File: config.mk
export PLATFORM = sky130hd
export DESIGN_NAME = char_classifier
export DESIGN_NICKNAME = d
export VERILOG_FILES = /design/src/rtl/char_classifier_pkg.sv /design/src/rtl/char_classifier_entry.sv /design/src/rtl/char_classifier.sv
export SDC_FILE = /design/constraint.sdc
export NUM_CORES = 1
export LEC_CHECK = 0
export CORE_AREA = 5 5 181 183
export CTS_CLUSTER_DIAMETER = 80
export DETAILED_ROUTE_END_ITERATION = 12
export DIE_AREA = 0 0 186 188
export SLEW_MARGIN = 20
export SYNTH_ARGS = -nofsm -noshare
export SYNTH_HDL_FRONTEND = slang
export SYNTH_SLANG_ARGS = --single-unit
export TNS_END_PERCENT = 1
File: constraint.sdc
create_clock -name aclk -period 12.27 [get_ports aclk]
set_input_delay 2.454 -clock aclk [delete_from_list [all_inputs] [get_ports aclk]]
set_output_delay 2.454 -clock aclk [all_outputs]
set_load 0.01 [all_outputs]
File: src/rtl/char_classifier_pkg.sv
`default_nettype none
// ============================================================================
// Module      : char_classifier_pkg
// Description : Shared limits and the packed entry-word layout of the classifier.
// Revision    : 1.0 - initial release
// ============================================================================
package char_classifier_pkg;

    localparam int C_MAX_ENTRIES = 16;
    localparam int C_INDEX_WIDTH = 4;
    localparam int C_COUNT_WIDTH = 16;
    localparam logic [C_COUNT_WIDTH-1:0] C_COUNT_MAX = '1;

    // Entry word, LSB first: mask | hi | lo | enable
    function automatic int entry_width(input int dw, input int mw);
        return mw + 2 * dw + 1;
    endfunction

    function automatic int entry_hi_lsb(input int dw, input int mw);
        return mw + 0 * dw;
    endfunction

    function automatic int entry_lo_lsb(input int dw, input int mw);
        return mw + dw;
    endfunction

    function automatic int entry_en_bit(input int dw, input int mw);
        return mw + 2 * dw;
    endfunction

endpackage
`default_nettype wire

File: src/rtl/char_classifier_entry.sv
`default_nettype none
// ============================================================================
// Module      : char_classifier_entry
// Description : One classifier table entry: stored range/mask and range compare.
// Revision    : 1.0 - initial release
// ============================================================================
module char_classifier_entry
    import char_classifier_pkg::*;
#(
    parameter int DATA_WIDTH = 8,
    parameter int MASK_WIDTH = 8
) (
    input  logic                  aclk,
    input  logic                  areset,
    input  logic                  wr_en,
    input  logic [DATA_WIDTH-1:0] wr_lo,
    input  logic [DATA_WIDTH-1:0] wr_hi,
    input  logic [MASK_WIDTH-1:0] wr_mask,
    input  logic                  wr_enable,
    input  logic [DATA_WIDTH-1:0] sym,
    output logic                  match,
    output logic [MASK_WIDTH-1:0] mask
);

    localparam int C_EW     = entry_width(DATA_WIDTH, MASK_WIDTH);
    localparam int C_HI_LSB = entry_hi_lsb(DATA_WIDTH, MASK_WIDTH);
    localparam int C_LO_LSB = entry_lo_lsb(DATA_WIDTH, MASK_WIDTH);
    localparam int C_EN_BIT = entry_en_bit(DATA_WIDTH, MASK_WIDTH);

    logic [C_EW-1:0]       r_entry;
    logic [DATA_WIDTH-1:0] w_lo;
    logic [DATA_WIDTH-1:0] w_hi;

    always_ff @(posedge aclk or posedge areset) begin
        if (areset) begin
            r_entry <= '0;
        end else if (wr_en) begin
            r_entry <= {wr_enable, wr_lo, wr_hi, wr_mask};
        end
    end

    assign w_lo  = r_entry[C_LO_LSB +: DATA_WIDTH];
    assign w_hi  = r_entry[C_HI_LSB +: DATA_WIDTH];
    assign mask  = r_entry[MASK_WIDTH-1:0];
    // lo > hi naturally yields no match, no special case needed
    assign match = r_entry[C_EN_BIT] && (w_lo <= sym) && (sym <= w_hi);

endmodule
`default_nettype wire

File: src/rtl/char_classifier.sv
`default_nettype none
// ============================================================================
// Module      : char_classifier
// Description : Two-stage AXIS symbol classifier against a range/mask table.
// Revision    : 1.0 - initial release
// ============================================================================
module char_classifier
    import char_classifier_pkg::*;
#(
    parameter int DATA_WIDTH = 8,
    parameter int MASK_WIDTH = 8,
    parameter int ENTRIES    = 8,
    parameter int USER_WIDTH = 1
) (
    input  logic                     aclk,
    input  logic                     areset,

    input  logic                     s_axis_tvalid,
    output logic                     s_axis_tready,
    input  logic [DATA_WIDTH-1:0]    s_axis_tdata,
    input  logic [USER_WIDTH-1:0]    s_axis_tuser,

    output logic                     m_axis_tvalid,
    input  logic                     m_axis_tready,
    output logic [MASK_WIDTH-1:0]    m_axis_tdata,
    output logic [USER_WIDTH-1:0]    m_axis_tuser,
    output logic                     m_axis_thit,
    output logic [C_INDEX_WIDTH-1:0] m_axis_tindex,

    input  logic                     cfg_wr_en,
    input  logic [C_INDEX_WIDTH-1:0] cfg_addr,
    input  logic [DATA_WIDTH-1:0]    cfg_lo,
    input  logic [DATA_WIDTH-1:0]    cfg_hi,
    input  logic [MASK_WIDTH-1:0]    cfg_mask,
    input  logic                     cfg_enable,

    input  logic                     or_mode,
    input  logic [MASK_WIDTH-1:0]    default_mask,

    output logic [C_COUNT_WIDTH-1:0] hit_count,
    input  logic                     hit_clear
);

    logic                     w_en;
    logic [ENTRIES-1:0]       w_match;
    logic [MASK_WIDTH-1:0]    w_mask [ENTRIES];
    logic [MASK_WIDTH-1:0]    w_top_mask;
    logic [MASK_WIDTH-1:0]    w_or_mask;
    logic [C_INDEX_WIDTH-1:0] w_top_idx;

    logic                     r_s1_valid;
    logic [ENTRIES-1:0]       r_s1_match;
    logic [USER_WIDTH-1:0]    r_s1_user;
    logic [MASK_WIDTH-1:0]    r_s1_top_mask;
    logic [MASK_WIDTH-1:0]    r_s1_or_mask;
    logic [C_INDEX_WIDTH-1:0] r_s1_idx;

    logic                     r_m_valid;
    logic [MASK_WIDTH-1:0]    r_m_data;
    logic [USER_WIDTH-1:0]    r_m_user;
    logic                     r_m_hit;
    logic [C_INDEX_WIDTH-1:0] r_m_idx;
    logic [C_COUNT_WIDTH-1:0] r_hit_count;

    // Address decode only reaches instantiated entries, so out-of-range writes fall away
    for (genvar gi = 0; gi < ENTRIES; gi++) begin : g_entry
        char_classifier_entry #(
            .DATA_WIDTH (DATA_WIDTH),
            .MASK_WIDTH (MASK_WIDTH)
        ) u_entry (
            .aclk      (aclk),
            .areset    (areset),
            .wr_en     (cfg_wr_en && (cfg_addr == C_INDEX_WIDTH'(gi))),
            .wr_lo     (cfg_lo),
            .wr_hi     (cfg_hi),
            .wr_mask   (cfg_mask),
            .wr_enable (cfg_enable),
            .sym       (s_axis_tdata),
            .match     (w_match[gi]),
            .mask      (w_mask[gi])
        );
    end

    always_comb begin
        w_top_mask = '0;
        w_or_mask  = '0;
        w_top_idx  = '0;
        for (int i = 0; i < ENTRIES; i++) begin
            if (w_match[i]) begin
                w_top_mask = w_mask[i];
                w_or_mask  = w_or_mask | w_mask[i];
                w_top_idx  = C_INDEX_WIDTH'(i);
            end
        end
    end

    assign w_en          = m_axis_tready | ~r_m_valid;
    assign s_axis_tready = w_en;

    // Masks are captured with the match vector so a later table write cannot alter a beat in flight
    always_ff @(posedge aclk or posedge areset) begin
        if (areset) begin
            r_s1_valid    <= 1'b0;
            r_s1_match    <= '0;
            r_s1_user     <= '0;
            r_s1_top_mask <= '0;
            r_s1_or_mask  <= '0;
            r_s1_idx      <= '0;
        end else if (w_en) begin
            r_s1_valid    <= s_axis_tvalid;
            r_s1_match    <= w_match;
            r_s1_user     <= s_axis_tuser;
            r_s1_top_mask <= w_top_mask;
            r_s1_or_mask  <= w_or_mask;
            r_s1_idx      <= w_top_idx;
        end
    end

    always_ff @(posedge aclk or posedge areset) begin
        if (areset) begin
            r_m_valid <= 1'b0;
            r_m_data  <= '0;
            r_m_user  <= '0;
            r_m_hit   <= 1'b0;
            r_m_idx   <= '0;
        end else if (w_en) begin
            r_m_valid <= r_s1_valid;
            r_m_user  <= r_s1_user;
            if (|r_s1_match) begin
                r_m_hit  <= 1'b1;
                r_m_idx  <= r_s1_idx;
                r_m_data <= or_mode ? r_s1_or_mask : r_s1_top_mask;
            end else begin
                r_m_hit  <= 1'b0;
                r_m_idx  <= '0;
                r_m_data <= default_mask;
            end
        end
    end

    always_ff @(posedge aclk or posedge areset) begin
        if (areset) begin
            r_hit_count <= '0;
        end else if (hit_clear) begin
            r_hit_count <= '0;
        end else if (r_m_valid && m_axis_tready && r_m_hit && (r_hit_count != C_COUNT_MAX)) begin
            r_hit_count <= r_hit_count + C_COUNT_WIDTH'(1);
        end
    end

    assign m_axis_tvalid = r_m_valid;
    assign m_axis_tdata  = r_m_data;
    assign m_axis_tuser  = r_m_user;
    assign m_axis_thit   = r_m_hit;
    assign m_axis_tindex = r_m_idx;
    assign hit_count     = r_hit_count;

endmodule
`default_nettype wire

Yosys cells after proc, flatten, opt, wreduce, memory -nomap -nowiden:

Index checks and enable logic that the tools add are counted.

* flip-flop bits (word level): 261
* output and inout port bits: 32
* word-level logic and storage cells: 112

* add/sub/neg operators: 1
* bitwise logic cells: 9
* equality and inequality tests: 8
* muxes and demuxes: 28
* $lt $le $gt $ge: 16
* reductions and logical operators: 30

Operators by type and width (number)
* two-way mux 8 bit: 17
* less-or-equal comparator 8 bit: 16
* OR 8 bit: 7
* two-way mux 16 bit: 2
* two-way mux 4 bit: 7
* logical AND 1 bit: 27
* adder 16 x 1 -> 16 bit, second input constant: 1
* == test 4 x 3 -> 1 bit, second input constant: 4
* inequality test 16 bit, second input constant: 1
* == test 4 x 2 -> 1 bit, second input constant: 2
* OR reduction 8 bit: 1
* == test 4 x 1 -> 1 bit, second input constant: 1
* logical NOT 4 bit: 1
* two-way mux 1 bit: 2
* nonzero test 2 bit: 1
* inverter 1 bit: 1
* OR 1 bit: 1

Depth between registers and ports, before layout:

* depth after elaboration: 18
* mapped depth: 12
* mapped depth without buffers: 10

Hierarchy:

From an unflattened synthesis, not the netlist that was laid out.

* cells, all modules: 1466
* area, all modules: 14820.5 sq um

By module, submodules not included
* char_classifier_entry: seq. area each 625.6 sq um, instances 8, cells an instance 127, area an instance 1405.1 sq um
* char_classifier: seq. area each 1476.4 sq um, instances 1, cells an instance 450, area an instance 3579.7 sq um

Least setup slack after synthesis:

No wires, ideal clock.

* path kind: input port to output port
* from: input port m_axis_tready
* to: output port s_axis_tready
* arrival time: 3.367 ns
* stages: 5
* data required time: 9.816 ns
* path slack: 6.449 ns
* path through: nor2b_1 -> clkbuf_1 -> inv_2 -> clkbuf_1 -> buf_1

* longest elaborated chain between the ends: 1

RTL lines
* start: declaration: RTL line char_classifier.sv:24 `input logic m_axis_tready,`
* OR 1 bit: RTL line char_classifier.sv:97 `assign w_en = m_axis_tready | ~r_m_valid;`
* end: declaration: RTL line char_classifier.sv:19 `output logic s_axis_tready,`

No other way between the ends.

Worst setup path after layout:

Ends and elaborated chain as after synthesis.

==> flow_metrics.tcl <==
set metrics [dict create \
    ys_warn_count 0 \
    synth_cell_types 64 \
    synth.yosys.seq_area_share 0.471 \
    path_clk_slew_ps 60 \
    grt_max_degree 165 \
    whs_path_depth 2 \
    grt_setup_unrepaired "no" \
    period_needed_ps 7030 \
    crit_start "m_axis_tready" \
    wirelength_mm 34.6 \
    hold_path_end "m_axis_tuser$_DFFE_PP0P_" \
    async_flop_share 1.00 \
    fmax_mhz 142 \
    final_nets 1499 \
    rows 65 \
    cts_buffers 29 \
    num_vias 9840 \
    rrSetupSlack_ps 9240 \
    crit_type "input port to output port" \
    synthSimpleGateAreaFrac 0.104 \
    worst_slack_ps 5240 \
    gp_congestion 0.821 \
    dp.cells 1688 \
    syn-num-nets 1420 \
    root_buffer "clkbuf_16" \
    yosys_register_bits 259 \
    synthXorXnorAreaFrac 0.00827 \
    netlist_area_um2 13800 \
    synth_top_family_by_area "multiplexers" \
    ant_nets 0 \
    synthCells 1238 \
    p_leak_nw 7.17 \
    drv_slew 0 \
    wl_per_cell_um 19.8 \
    cts_setup_buffers 0 \
    synth_flop_cell "dfrtp_1" \
    cts_resized 0 \
    grt.overflow.total 0 \
    grt_pass1_wl_mm 55.8 \
    grt_pass1_vias 10056 \
    cts_hold_buf 0 \
    cp_cell_sequence "clkdlybuf4s50_1 > nor2b_4 > buf_4 > inv_2 > clkdlybuf4s50_1" \
    fin_worst_skew_ps 20.5 \
    antenna_found_initial 1 \
    synth.avg_cell_area_um2 11.1 \
    synth-compound-area-share 0.118 \
    crit_path_top_delay_cell "clkdlybuf4s50_1" \
    status "finished, final reports clean" \
    path_max_fanout 44 \
    hold_class "register to register" \
    place_hpwl_mm 22.5 \
    pre_cts_ws_ps 5240 \
    clk_latency_ps 560 \
    path_common_cell "clkdlybuf4s50_1" \
    period_share 0.573 \
    ff2ff_path_depth 10 \
    drt_iter0_markers 605 \
    setup_tns_ps 0 \
    cts_sinks 259 \
    fill_cells 2774 \
    start_util 0.443 \
    drc_errors 0 \
    dieArea_um2 35000 \
    whs_ps 470 \
    io_pins 85 \
    fp.coreArea_um2 31100 \
    ctsHtreeMaxLevel 1 \
    totalPowerFinal_w 0.00286 \
    worst_r2r_endpoint "r_s1_top_mask[0]$_DFFE_PP0P_" \
    drive_gt1_frac 0.198 \
    layout.cells.non_filler 1742 \
    endpoint_kind "output port" \
    grt_usage 0.200 \
    p_per_area_nw_per_um2 179 \
    slowest_delay_ps 680 \
    cp_data_required_time_ps 9820 \
    tightest_slew_ps 1000 \
    port_buffers 83 \
    die_y_um 188 \
    chipWidth_um 186 \
    synth_enable_flop_cells 0 \
    start_kind "input port" \
    slew_headroom 0.333 \
    min-delay-start "m_axis_tuser$_DFFE_PP0P_" \
    drtPass1Iterations 6 \
    synthMuxAreaShare 0.144 \
    syn_to_final_growth_pct 16.1 \
    final_common_cell "dfrtp_1" \
    synth_fa_ha_area_frac 0.117 \
    layout_common_cells "dfrtp_1, mux2_2, ha_1" \
    worstReg2RegStart "g_entry[2].u_entry.r_entry[9]$_DFFE_PP0P_" \
    cts_buffer_depth 3 \
    drt-vias-per-instance 5.65 \
    cts_tree "built" \
    worstPathArrival_ps 4580 \
    final-hold-violation-count 0 \
    cap_violations 0 \
    finalSetupViolCount 0 \
    ir_drop_mv 0.111 \
]
[registers in the layout, summed over array words and instances (netlist names)]
signal,flops
m_axis_tdata,8
r_s1_or_mask,8
g_entry.u_entry.r_entry,200
r_s1_match,8
m_axis_tindex,3
r_s1_valid,1
m_axis_tuser,1
r_s1_user,1
m_axis_thit,1
r_s1_top_mask,8
hit_count,16
m_axis_tvalid,1
r_s1_idx,3
[synthesized netlist by cell type, types with 3 or more instances]
master / instances / area [um^2]
nand3_1: 21 / 105
ha_1: 129 / 1610
dfrtp_1: 259 / 6480
a21oi_2: 3 / 26.3
clkbuf_1: 30 / 113
o21ai_0: 67 / 335
xor2_1: 11 / 96.3
inv_1: 77 / 289
o22ai_1: 10 / 62.6
a31o_2: 8 / 70.1
nor3_1: 6 / 30.0
a221oi_1: 14 / 123
buf_1: 3 / 11.3
a21oi_1: 48 / 240
nand4_1: 34 / 213
and3_1: 10 / 62.6
nor2b_1: 19 / 119
nand2b_1: 10 / 62.6
a31oi_1: 18 / 113
mux2i_1: 9 / 90.1
nor3b_1: 3 / 22.5
nor4b_1: 3 / 26.3
buf_2: 9 / 45.0
a2111oi_2: 4 / 60.1
nor2_1: 58 / 218
o21bai_1: 5 / 37.5
mux2_2: 168 / 1890
a222oi_1: 16 / 160
nand2_1: 119 / 447
a211oi_1: 5 / 37.5
buf_4: 5 / 37.5
o211ai_1: 10 / 75.1
nand3b_1: 3 / 22.5
a311o_1: 8 / 80.1
[how the worst max path moves through the flow]
| stage | endpoint | slack, ps | depth (start not counted) |
|---|---|---|---|
| 3_3_place_gp | s_axis_tready | 5240 | 5 |
| 3_5_place_dp | s_axis_tready | 5240 | 5 |
| 5_1_grt | s_axis_tready | 5090 | 5 |
| 6_report | s_axis_tready | 5240 | 5 |
| 4_1_cts | s_axis_tready | 5230 | 5 |
| 2_1_floorplan | g_entry[0].u_entry.r_entry[0]$_DFFE_PP0P_ | 2690 | 1 |
[final cells by class]
cell class / instances / area [um^2] / area share
diodes: 1 / 2.50 / 0.000157
clock buffers: 43 / 868 / 0.0543
clock inverters: 10 / 92.6 / 0.00579
inverters: 78 / 300 / 0.0188
multi-input cells: 852 / 6790 / 0.425
flip-flops and latches: 259 / 6480 / 0.405
well taps: 402 / 503 / 0.0315
repair buffers: 97 / 948 / 0.0593
[metal layers]
metal / part of all wire / track usage / up-vias
li1: - / - / 4664
met1: 0.46 / 0.285 / 4907
met2: 0.47 / 0.325 / 203
met3: 0.044 / 0.0262 / 66
met4: 0.022 / 0.0502 / 0
met5: 0 / 0 / -
[metrics by stage]
stage | cell area, um^2 | util
after floorplan | 13800 | -
after CTS | 16000 | 0.514
after global routing | 16000 | 0.514
final | 16000 | 0.515
after detailed placement | 15000 | 0.484
after global placement | 15000 | 0.484
[cell families after synthesis]
logic type | count (synthesis)
other | 1
AO/OA/AOI/OAI | 234
flip-flops | 259
multiplexers | 177
buffers and inverters | 127
adder cells (fa/ha/maj) | 129
AND/OR/NAND/NOR | 298
XOR/XNOR | 13
[critical path, delay by kind of cell]
family        cells  cell delay (ps)
simple gates      1               50
buf+inv           4             2060
[where the power goes]
part | internal (W) | switching [W]
Sequential | 0.00107 | 0.000122
Combinational | 0.000382 | 0.000428
Clock | 0.000510 | 0.000353
Power figures use the tool's default switching activity.
